File: src/rtl/eater_pkg.sv
// Shared definitions for the 8-bit bus computer control sequencer.
// Holds opcode encodings, control-word bit positions, the control-word type
// and the microstep counter width.
package eater_pkg;

  localparam int STEP_W = 3;

  typedef logic [15:0] ctrl_t;

  localparam logic [3:0] OP_NOP = 4'h0;
  localparam logic [3:0] OP_LDA = 4'h1;
  localparam logic [3:0] OP_ADD = 4'h2;
  localparam logic [3:0] OP_SUB = 4'h3;
  localparam logic [3:0] OP_STA = 4'h4;
  localparam logic [3:0] OP_LDI = 4'h5;
  localparam logic [3:0] OP_JMP = 4'h6;
  localparam logic [3:0] OP_JC  = 4'h7;
  localparam logic [3:0] OP_JZ  = 4'h8;
  localparam logic [3:0] OP_OUT = 4'hE;
  localparam logic [3:0] OP_HLT = 4'hF;

  localparam int C_HLT = 15;
  localparam int C_MI  = 14;
  localparam int C_RI  = 13;
  localparam int C_RO  = 12;
  localparam int C_IO  = 11;
  localparam int C_II  = 10;
  localparam int C_AI  = 9;
  localparam int C_AO  = 8;
  localparam int C_EO  = 7;
  localparam int C_SU  = 6;
  localparam int C_BI  = 5;
  localparam int C_OI  = 4;
  localparam int C_CE  = 3;
  localparam int C_CO  = 2;
  localparam int C_J   = 1;
  localparam int C_FI  = 0;

  // One-hot control word with only the given bit set.
  function automatic ctrl_t cbit(input int idx);
    return ctrl_t'(1) << idx;
  endfunction

endpackage

File: src/rtl/eater_ucode_rom.sv
// Combinational microcode ROM.
// Ports:
//   opcode  - instruction opcode (upper IR nibble)
//   step    - microstep to look up (T0..T4; 5..7 decode to all-zero)
//   flag_c  - carry flag, selects JC taken/not taken
//   flag_z  - zero flag, selects JZ taken/not taken
//   ctrl    - control word for that (opcode, step, flags)
module eater_ucode_rom
  import eater_pkg::*;
(
  input  logic [3:0]        opcode,
  input  logic [STEP_W-1:0] step,
  input  logic              flag_c,
  input  logic              flag_z,
  output ctrl_t             ctrl
);

  always_comb begin
    ctrl = '0;
    case (step)
      3'd0: ctrl = cbit(C_CO) | cbit(C_MI);
      3'd1: ctrl = cbit(C_RO) | cbit(C_II) | cbit(C_CE);
      3'd2: begin
        case (opcode)
          OP_LDA, OP_ADD, OP_SUB, OP_STA: ctrl = cbit(C_IO) | cbit(C_MI);
          OP_LDI: ctrl = cbit(C_IO) | cbit(C_AI);
          OP_JMP: ctrl = cbit(C_IO) | cbit(C_J);
          OP_JC:  ctrl = flag_c ? (cbit(C_IO) | cbit(C_J)) : '0;
          OP_JZ:  ctrl = flag_z ? (cbit(C_IO) | cbit(C_J)) : '0;
          OP_OUT: ctrl = cbit(C_AO) | cbit(C_OI);
          OP_HLT: ctrl = cbit(C_HLT);
          default: ctrl = '0;
        endcase
      end
      3'd3: begin
        case (opcode)
          OP_LDA:         ctrl = cbit(C_RO) | cbit(C_AI);
          OP_ADD, OP_SUB: ctrl = cbit(C_RO) | cbit(C_BI);
          OP_STA:         ctrl = cbit(C_AO) | cbit(C_RI);
          default:        ctrl = '0;
        endcase
      end
      3'd4: begin
        case (opcode)
          OP_ADD:  ctrl = cbit(C_EO) | cbit(C_AI) | cbit(C_FI);
          OP_SUB:  ctrl = cbit(C_EO) | cbit(C_AI) | cbit(C_SU) | cbit(C_FI);
          default: ctrl = '0;
        endcase
      end
      default: ctrl = '0;
    endcase
  end

endmodule

File: src/rtl/eater_control_sequencer.sv
// Microcoded control sequencer for the 8-bit bus computer.
// Ports:
//   clk     - system clock; bus stages latch on rising edge, sequencer
//             advances on the falling edge
//   clr     - asynchronous active-high reset
//   opcode  - upper nibble of the instruction register
//   flag_c  - registered carry flag
//   flag_z  - registered zero flag
//   ctrl    - 16-bit control word (combinational, forced to HLT when halted)
//   step    - current microstep
//   halted  - sticky halt indicator, cleared only by clr
//
// state      | meaning
// step 0..4  | running, fetch (T0,T1) then execute (T2..T4)
// halted=1   | HLT executed at T2; step frozen at 2, ctrl = HLT only
module eater_control_sequencer
  import eater_pkg::*;
#(
  parameter int STEPS = 5
) (
  input  logic              clk,
  input  logic              clr,
  input  logic [3:0]        opcode,
  input  logic              flag_c,
  input  logic              flag_z,
  output ctrl_t             ctrl,
  output logic [STEP_W-1:0] step,
  output logic              halted
);

  localparam logic [STEP_W-1:0] LAST_STEP = STEP_W'(STEPS - 1);
  localparam logic [STEP_W-1:0] HALT_STEP = STEP_W'(2);

  logic [STEP_W-1:0] step_plus;
  logic [STEP_W-1:0] step_next;
  ctrl_t             cur_ctrl;
  ctrl_t             ahead_ctrl;
  logic              halt_now;

  assign step_plus = step + STEP_W'(1);

  eater_ucode_rom u_rom_cur (
    .opcode (opcode),
    .step   (step),
    .flag_c (flag_c),
    .flag_z (flag_z),
    .ctrl   (cur_ctrl)
  );

  // Lookahead at the following microstep: an empty next word ends the
  // instruction early instead of burning idle cycles.
  eater_ucode_rom u_rom_ahead (
    .opcode (opcode),
    .step   (step_plus),
    .flag_c (flag_c),
    .flag_z (flag_z),
    .ctrl   (ahead_ctrl)
  );

  assign halt_now = (step == HALT_STEP) && (opcode == OP_HLT);

  always_comb begin
    step_next = step_plus;
    // >= also recovers from the unreachable values 5..7.
    if (step >= LAST_STEP) begin
      step_next = '0;
    end else if ((step != '0) && (ahead_ctrl == '0)) begin
      step_next = '0;
    end
  end

  always_ff @(negedge clk or posedge clr) begin
    if (clr) begin
      step   <= '0;
      halted <= 1'b0;
    end else if (!halted) begin
      if (halt_now) begin
        halted <= 1'b1;
      end else begin
        step <= step_next;
      end
    end
  end

  assign ctrl = halted ? cbit(C_HLT) : cur_ctrl;

endmodule

File: config.mk
export PLATFORM = sky130hd
export DESIGN_NAME = eater_control_sequencer
export DESIGN_NICKNAME = d
export VERILOG_FILES = /design/src/rtl/eater_pkg.sv /design/src/rtl/eater_ucode_rom.sv /design/src/rtl/eater_control_sequencer.sv
export SDC_FILE = /design/constraint.sdc
export NUM_CORES = 1
export LEC_CHECK = 0
export BUFFER_PORTS_ARGS = -buffer_cell sky130_fd_sc_hd__buf_4
export CAP_MARGIN = 20
export CORE_MARGIN = 2
export CORE_UTILIZATION = 32
export CTS_BUF_LIST = sky130_fd_sc_hd__clkbuf_4
export DETAILED_ROUTE_END_ITERATION = 7
export GPL_TIMING_DRIVEN = 0
export PLACE_DENSITY = 0.54
export SKIP_LAST_GASP = 1
export SLEW_MARGIN = 15
export SYNTH_ARGS = -nofsm -noshare
export SYNTH_HDL_FRONTEND = slang
export SYNTH_SLANG_ARGS = --single-unit
File: constraint.sdc
create_clock -name clk -period 2 [get_ports clk]
set_input_delay 0.1 -clock clk [delete_from_list [all_inputs] [get_ports clk]]
set_output_delay 0.1 -clock clk [all_outputs]
set_load 0.1 [all_outputs]
==> results of run 1 <==
worst min-delay path by stage:
stage                     startpoint  endpoint  slack, ns  depth (start not counted)
after detailed placement     step[1]   step[1]       0.60                          2
after global placement       step[1]   step[1]       0.61                          2
after floorplan            opcode[3]   ctrl[5]       0.50                          2
final                            clr   step[2]       0.61                          2
after global routing             clr   step[2]       0.62                          2
after CTS                    step[1]   step[1]       0.59                          2
what timing repair did:
item,4_1_cts,5_1_grt
buffers inserted,18,12
endpoints found under the setup margin,24,23
resized for setup,75,31
pin swaps,8,13
hold buffers,0,0
logic make-up (layout without fill, tap and decap cells):
kind of cell	Yosys count	after routing	share of synthesized area, %
AOI/OAI and AO/OA	25	25	25.4
adders and majority gates	7	7	11.5
buffers and inverters	19	78	12.4
DFF	4	4	13.1
muxes	2	2	2.62
and+or+nand+nor	47	47	35.0
cells in the final DEF, fill, tap and decap left out, types with 3 or more instances in the layout:
master,n
nor2_1,4
nand2_1,7
nor3_1,4
inv_1,6
buf_12,21
nor2_4,5
dfrtn_1,4
a2111oi_4,3
buf_4,27
clkbuf_4,3
ha_4,5
buf_6,15
through the flow:
stage	power (uW)	std cells	utilization (%)
6_report	3020	191	85.7
3_5_place_dp	1990	159	54.8
5_1_grt	3140	191	85.7
3_3_place_gp	1970	159	54.8
4_1_cts	2710	180	76.7
2_1_floorplan	1670	104	-
worst max-delay path, cell delays in order (launching register included):
cell and delay, ns:
dfrtn_1 0.52, ha_4 0.20, ha_4 0.14, nor2b_4 0.13
a31o_4 0.11, nand3_4 0.07, a221oi_4 0.30, buf_12 0.21
power groups by stage:
stage,Sequential [uW],Clock [uW],Combinational [uW]
after detailed placement,201,0,1790
after CTS,171,113,2430
after global routing,180,117,2840
after global placement,200,0,1770
after floorplan,422,0,1250
final,176,113,2740
cell type report:
class	instances	area [sq um]	area share, %
clock buffers	3	22.5	1.18
repair buffers	56	707	36.9
inverters	11	53.8	2.81
flip-flops and latches	4	100	5.23
plain buffers	8	100	5.23
well taps	28	35.0	1.83
multi-input cells	81	896	46.8
state kept, by name (all words and copies together) (netlist names):
name and count:
halted 1, step 3
per-layer routing:
layer / vias up / global-route usage, % / part of all wire (%)
li1: 494 / - / -
met1: 532 / 28.4 / 41
met2: 53 / 40.8 / 53
met3: 6 / 3.67 / 4.9
met4: 0 / 8.55 / 1.1
met5: - / 0 / 0
==> flow_metrics.tcl, run 1 <==
set metrics [dict create \
    outcome "finished with violations" \
    violations "setup timing" \
    drc_errors 0 \
    synth_nets 119 \
    area_delta_synth_final_pct 150 \
    drive_above_1_share_pct 68.7 \
    wl_per_cell_um 18.1 \
    drt_wl_total_um 3460 \
    crit_arrival_ns 2.96 \
    grt_max_degree 11 \
    grt_pass1_vias 1032 \
    gp_routability_congestion 0.759 \
    synth.distinct_cells 44 \
    power_frac_clock_pct 3.7 \
    r2r_end "step[0]" \
    drt_first_pass_iters 4 \
    numCtsBuffers 3 \
    h-tree-depth 1 \
    synth_area_leaders "dfrtn_1 13%, ha_1 11%, inv_1 5.4%, nor2_1 4.9%, nand2_1 4.4%" \
    drv_cap 0 \
    crit_required_ns 1.90 \
    insertion_delay_ns 0.26 \
    p_sw_share_pct 56.8 \
    cts.path.max_buffers 2 \
    r2r_start "step[0]" \
    viasPerCell 5.68 \
    rsz0062_at_grt "true" \
    pwr-share-seq_pct 5.8 \
    synth-seq-cells 4 \
    yosysSeqAreaShare_pct 13.1 \
    yosysTopAreaCellShare_pct 13.1 \
    relSlewSlack_pct 75.6 \
    rows 17 \
    cts_tree "done" \
    startpoint "step[1]" \
    core_sq_um 2230 \
    power_frac_comb_pct 90.4 \
    cts_root_buf "clkbuf_4" \
    overflow 0 \
    peakVddDrop_v 0.00141 \
    hold_viol 0 \
    synth_ff_type "dfrtn_1" \
    worst_pin_slew_ns 0.366 \
    endpoint "ctrl[9]" \
    ant_nets 0 \
    vias 1085 \
    criticalPathCategory "flop to output port" \
    port_buffers 27 \
    placed_cell_area_sq_um 1220 \
    synth_commonest_cells "11 x inv_1, 10 x nor2_1, 9 x nand2_1" \
    initial_core_util_pct 34.2 \
    pre_cts_ws_ns -0.992 \
    dieArea_sq_um 2800 \
    cell_internal_pwr_uw 1310 \
    slew_violations 0 \
    cp-start-kind "flop" \
    dieWidth_um 52.9 \
    setup_violations 23 \
    num-fill-cells 119 \
    cp-end-kind "output port" \
    synth_most_common_cell "inv_1" \
    antennaDiodeCount 0 \
    nets 180 \
    hp-class "primary input to asynchronous set/reset pin" \
    place_hpwl_um 1750 \
    drt_iter0_markers 28 \
    setup_tns_ns -15.28 \
    setup_slack_ns -1.06 \
    clkTransAtPathRegs_ns 0.04 \
    synth_edf_count 0 \
    rrSetupSlack_ns -0.10 \
    grt.total_usage_pct 23.3 \
    yosysWarningCount 0 \
    antenna_found_initial 0 \
    rr_worst_depth 9 \
    die_h_um 52.9 \
    cts.sinks 4 \
    synth_area_sq_um 764 \
    final_area_sq_um 1910 \
    leakage_uw 0.000800 \
    io_pins 28 \
    switching_power_uw 1720 \
    crit_fanout 4 \
    syn_inst 104 \
    grt_pass1_wl_um 4810 \
    async_reset_ff_share_pct 100 \
    whs_ns 0.612 \
    yosysTopAreaCell "dfrtn_1" \
    fin_worst_skew_ns 0.00683 \
    power.density_nw_per_um2 1580 \
    avgSynthCellArea_sq_um 7.35 \
]
Power figures use the tool's default switching activity.
==> inputs of run 2 (changes only) <==
--- a/config.mk
+++ b/config.mk
@@ -7,6 +7,7 @@
 export LEC_CHECK = 0
 export BUFFER_PORTS_ARGS = -buffer_cell sky130_fd_sc_hd__buf_4
 export CAP_MARGIN = 20
+export CORE_ASPECT_RATIO = 1.4
 export CORE_MARGIN = 2
 export CORE_UTILIZATION = 32
 export CTS_BUF_LIST = sky130_fd_sc_hd__clkbuf_4
==> run 2 against run 1 <==
Against the previous run: the run still ends with setup timing left; largest cell class unchanged; non-clock buffer count rose by 5; routed wire length rose by 0.87%; critical endpoint unchanged; die area rose by 0.21%; highest routed layer unchanged.
==> flow_metrics.tcl, run 2 (synthesis results as in run 1) <==
set metrics [dict create \
    final_common_cell "buf_4" \
    antenna_found_initial 0 \
    busiest_layer "met2" \
    cts_tree "done" \
    wl_per_cell_um 18.4 \
    violations "setup timing" \
    crit_fanout 4 \
    met1_usage_pct 23.8 \
    io_pins 28 \
    pwr-share-seq_pct 5.6 \
    peakVddDrop_v 0.00139 \
    place_hpwl_um 1820 \
    top_register "step" \
    p_sw_share_pct 56.1 \
    drt_wl_total_um 3490 \
    antennaDiodeCount 0 \
    setup_violations 24 \
    grt_pass1_vias 908 \
    core_sq_um 2230 \
    rows 20 \
    p_total_uw 3130 \
    power.density_nw_per_um2 1610 \
    rrSetupSlack_ns -0.16 \
    leakage_uw 0.000824 \
    viasPerCell 5.56 \
    grt_max_degree 11 \
    vias 1056 \
    hp-class "primary input to asynchronous set/reset pin" \
    area_delta_synth_final_pct 154 \
    crit_required_ns 1.90 \
    final_cell_mix "26 x buf_4, 19 x buf_6, 19 x buf_12" \
    switching_power_uw 1760 \
    num-fill-cells 96 \
    drc_errors 0 \
    r2r_start "step[0]" \
    ant_nets 0 \
    relSlewSlack_pct 77.6 \
    insertion_delay_ns 0.25 \
    drt_first_pass_iters 4 \
    cts_root_buf "clkbuf_4" \
    outcome "finished with violations" \
    numCtsBuffers 3 \
    use_met2_pct 37.3 \
    dp_cells 153 \
    fin_worst_skew_ns 0.00405 \
    top_regs "step (3), halted (1)" \
    startpoint "step[0]" \
    nets 185 \
    criticalPathCategory "flop to output port" \
    cell_internal_pwr_uw 1380 \
    hold_viol 0 \
    dieWidth_um 45.3 \
    grt_pass1_wl_um 4160 \
    die_h_um 61.8 \
    power_frac_clock_pct 3.2 \
    drt_iter0_markers 29 \
    largest_reg_flops 3 \
    fin_cells 190 \
    use_met3_pct 2.60 \
    initial_core_util_pct 34.3 \
    cp-start-kind "flop" \
    ctsHoldBuffers 0 \
    rsz0062_at_grt "true" \
    cts.sinks 4 \
    gp_routability_congestion 0.774 \
    drive_above_1_share_pct 70.8 \
    clkTransAtPathRegs_ns 0.03 \
    crit_arrival_ns 2.96 \
    h-tree-depth 1 \
    dieArea_sq_um 2800 \
    grt.total_usage_pct 20.1 \
    power_frac_comb_pct 91.3 \
    drv_cap 0 \
    pre_cts_ws_ns -1.02 \
    cts.path.max_buffers 2 \
    worst_pin_slew_ns 0.333 \
    setup_slack_ns -1.06 \
    overflow 0 \
    port_buffers 27 \
    slew_violations 0 \
    cp-end-kind "output port" \
]
==> run 2: power groups by stage <==
| stage | clock network [uW] | registers [uW] | logic [uW] |
|---|---|---|---|
| after detailed placement | 0 | 205 | 1800 |
| final | 99.3 | 174 | 2860 |
| after global routing | 110 | 177 | 2960 |
| after global placement | 0 | 202 | 1770 |
| after floorplan | 0 | 422 | 1250 |
| after CTS | 104 | 169 | 2380 |
==> run 2: path summary, 6_finish.rpt <==
kind                       cells past startpoint       to
hold reg to reg                                3  step[2]
hold / removal                                 2  step[1]
max in group asynchronous                      2   halted
setup / recovery                               7  ctrl[9]
min in group clk                               4  ctrl[5]
setup reg to reg                               9  step[1]
==> run 2: worst max-delay path: stages (launching register included) <==
cell and delay (ns):
dfrtn_1 0.52, ha_4 0.19, ha_4 0.14, nor2b_1 0.15, a31o_2 0.13, nand3_2 0.09
a221oi_4 0.28, buf_12 0.21
==> run 2: routing by layer <==
| metal | vias up | part of all wire [%] |
|---|---|---|
| li1 | 504 | - |
| met1 | 507 | 35 |
| met2 | 37 | 59 |
| met3 | 8 | 2.3 |
| met4 | 0 | 3.3 |
| met5 | - | 0 |
==> run 2: area by class of cell <==
type | count | area (sq um) | share of cell area (%)
clock buffer | 3 | 22.5 | 1.16
inverter | 11 | 53.8 | 2.77
timing repair buffer | 61 | 759 | 39.1
tap | 22 | 27.5 | 1.42
multi-input combinational | 81 | 880 | 45.3
sequential | 4 | 100 | 5.15
buffer | 8 | 100 | 5.15
==> run 2: through the flow <==
step           instance area, sq um  setup TNS, ns  hold slack (ns)  utilization [%]
2_1_floorplan                   987         -27.14            0.501                -
3_3_place_gp                   1220         -12.95            0.629             54.7
3_5_place_dp                   1220         -13.20            0.634             54.7
4_1_cts                        1700         -14.26            0.620             76.2
5_1_grt                        1940         -16.58            0.629             87.2
6_report                       1940         -15.60            0.628             87.2
==> run 2: timing repair <==
item,CTS,global route
gates resized for setup,72,33
setup endpoints to repair,24,23
endpoints found under the hold margin,0,0
gates cloned,1,0
buffers inserted,18,17
pin swaps,8,14
==> inputs of run 3 (changes only) <==
--- a/config.mk
+++ b/config.mk
@@ -8,9 +8,10 @@
 export BUFFER_PORTS_ARGS = -buffer_cell sky130_fd_sc_hd__buf_4
 export CAP_MARGIN = 20
 export CORE_ASPECT_RATIO = 1.4
-export CORE_MARGIN = 2
+export CORE_MARGIN = 1
 export CORE_UTILIZATION = 32
 export CTS_BUF_LIST = sky130_fd_sc_hd__clkbuf_4
+export CTS_CLUSTER_SIZE = 14
 export DETAILED_ROUTE_END_ITERATION = 7
 export GPL_TIMING_DRIVEN = 0
 export PLACE_DENSITY = 0.54
==> run 3 against run 2 <==
Against the previous run: the flow still finishes with violations (setup timing); sequential share of layout area increased by 0.13 points; non-clock buffer count decreased by 1; sequential cell count unchanged; power decreased by 7.0%; clock power decreased by 2.6%; global-route usage increased by 1.4 points; hold slack got worse by 0.0017 ns; combinational power decreased by 7.7%; first-iteration DRC count decreased by 41%; die area decreased by 7.5%; largest power group unchanged; highest routed layer unchanged.
==> flow_metrics.tcl, run 3 (synthesis results as in run 1) <==
set metrics [dict create \
    power.density_nw_per_um2 1540 \
    cts_root_buf "clkbuf_4" \
    startpoint "step[2]" \
    core_sq_um 2200 \
    rsz0062_at_grt "true" \
    rows 20 \
    rrSetupSlack_ns -0.12 \
    peakVddDrop_v 0.00145 \
    cp-start-kind "flop" \
    port_buffers 27 \
    register_area_sq_um 100 \
    leakage_uw 0.000806 \
    setup_tns_ns -14.92 \
    clkTransAtPathRegs_ns 0.03 \
    drt_iter0_markers 17 \
    drv_cap 0 \
    r2r_start "step[2]" \
    crit_fanout 5 \
    slew_violations 0 \
    criticalPathCategory "flop to output port" \
    ant_nets 0 \
    cts.path.max_buffers 2 \
    ctsHoldBuffers 0 \
    drt_first_pass_iters 4 \
    relSlewSlack_pct 70.2 \
    hold_viol 0 \
    cts.sinks 4 \
    r2r_end "step[0]" \
    io_pins 28 \
    insertion_delay_ns 0.24 \
    dieWidth_um 43.3 \
    die_h_um 59.8 \
    drive_above_1_share_pct 69.5 \
    setup_slack_ns -1.01 \
    rr_worst_depth 9 \
    vias 1046 \
    drc_errors 0 \
    top_register "step" \
    placed_cell_area_sq_um 1220 \
    outcome "finished with violations" \
    top_regs "step (3), halted (1)" \
    final_cell_mix "27 x buf_4, 20 x buf_6, 16 x buf_12" \
    antenna_found_initial 0 \
    final_common_cell "buf_4" \
    dieArea_sq_um 2590 \
    grt_max_degree 11 \
    final_area_sq_um 1890 \
    nets 184 \
    overflow 0 \
    crit_required_ns 1.90 \
    endpoint "ctrl[8]" \
    wl_per_cell_um 15.9 \
    largest_reg_flops 3 \
    grt_pass1_vias 943 \
    drt_wl_total_um 3000 \
    h-tree-depth 1 \
    setup_violations 23 \
    fin_worst_skew_ns 0.000201 \
    hp-class "primary input to asynchronous set/reset pin" \
    cp-end-kind "output port" \
    viasPerCell 5.53 \
    place_hpwl_um 1710 \
    worst_pin_slew_ns 0.444 \
    violations "setup timing" \
    grt.total_usage_pct 21.5 \
    crit_arrival_ns 2.91 \
    gp_routability_congestion 0.796 \
    antennaDiodeCount 0 \
    num-fill-cells 97 \
    initial_core_util_pct 34.7 \
    cts_tree "done" \
    grt_pass1_wl_um 4350 \
    multi_input_area_sq_um 872 \
    area_delta_synth_final_pct 148 \
    numCtsBuffers 3 \
]
-- run 3: what timing repair did --
item,CTS,global route
setup endpoints to repair,24,23
gates resized for setup,58,40
pin swaps,4,12
setup buffers,15,19
cloned,0,0
-- run 3: per-layer routing --
layer | global-route usage (%) | part of all wire [%] | routed length, um | vias to the layer above
li1 | - | - | - | 502
met1 | 27.2 | 36 | 1090 | 496
met2 | 36.9 | 57 | 1710 | 36
met3 | 3.02 | 3.3 | 100 | 12
met4 | 7.36 | 3.5 | 104 | 0
met5 | 0 | 0 | 0 | -
-- run 3: report_power, final --
group	total, uW	switching [uW]	internal [uW]	leakage [uW]
logic	2640	1590	1060	0.000741
clock network	96.7	29.8	66.9	0.0000138
registers	172	53.0	119	0.0000515
-- run 3: critical path, cell delays in order (launching register included) --
cell	delay [ns]
dfrtn_1	0.43
buf_6	0.15
clkinvlp_4	0.12
ha_4	0.18
buf_4	0.12
buf_6	0.11
nand2b_4	0.10
nor2_4	0.04
or2_4	0.25
buf_12	0.17
-- run 3: final cells by class --
type / instances / area share (%)
buffer: 8 / 5.68
inverter: 11 / 2.58
timing repair buffer: 60 / 37.8
tap: 22 / 1.45
clock buffer: 3 / 1.19
sequential: 4 / 5.28
multi-input combinational: 81 / 46.0
-- run 3: worst min-delay path by stage --
stage	startpoint	endpoint	slack, ns	cells past startpoint
after floorplan	opcode[3]	ctrl[5]	0.50	2
final	clr	step[0]	0.63	2
after global routing	clr	step[2]	0.65	2
after CTS	clr	step[0]	0.63	2
after detailed placement	step[1]	step[1]	0.62	2
after global placement	step[1]	step[1]	0.62	2
-- run 3: through the flow --
step	total power (uW)	setup slack (ns)	utilization (%)	instances	hold WS, ns
global placement	1970	-1.00	55.3	153	0.617
CTS	2500	-1.00	72.2	171	0.628
detailed placement	1990	-0.998	55.3	153	0.622
global route	3020	-1.08	86.0	189	0.646
finish	2910	-1.01	86.0	189	0.626
floorplan	1670	-1.96	-	104	0.501
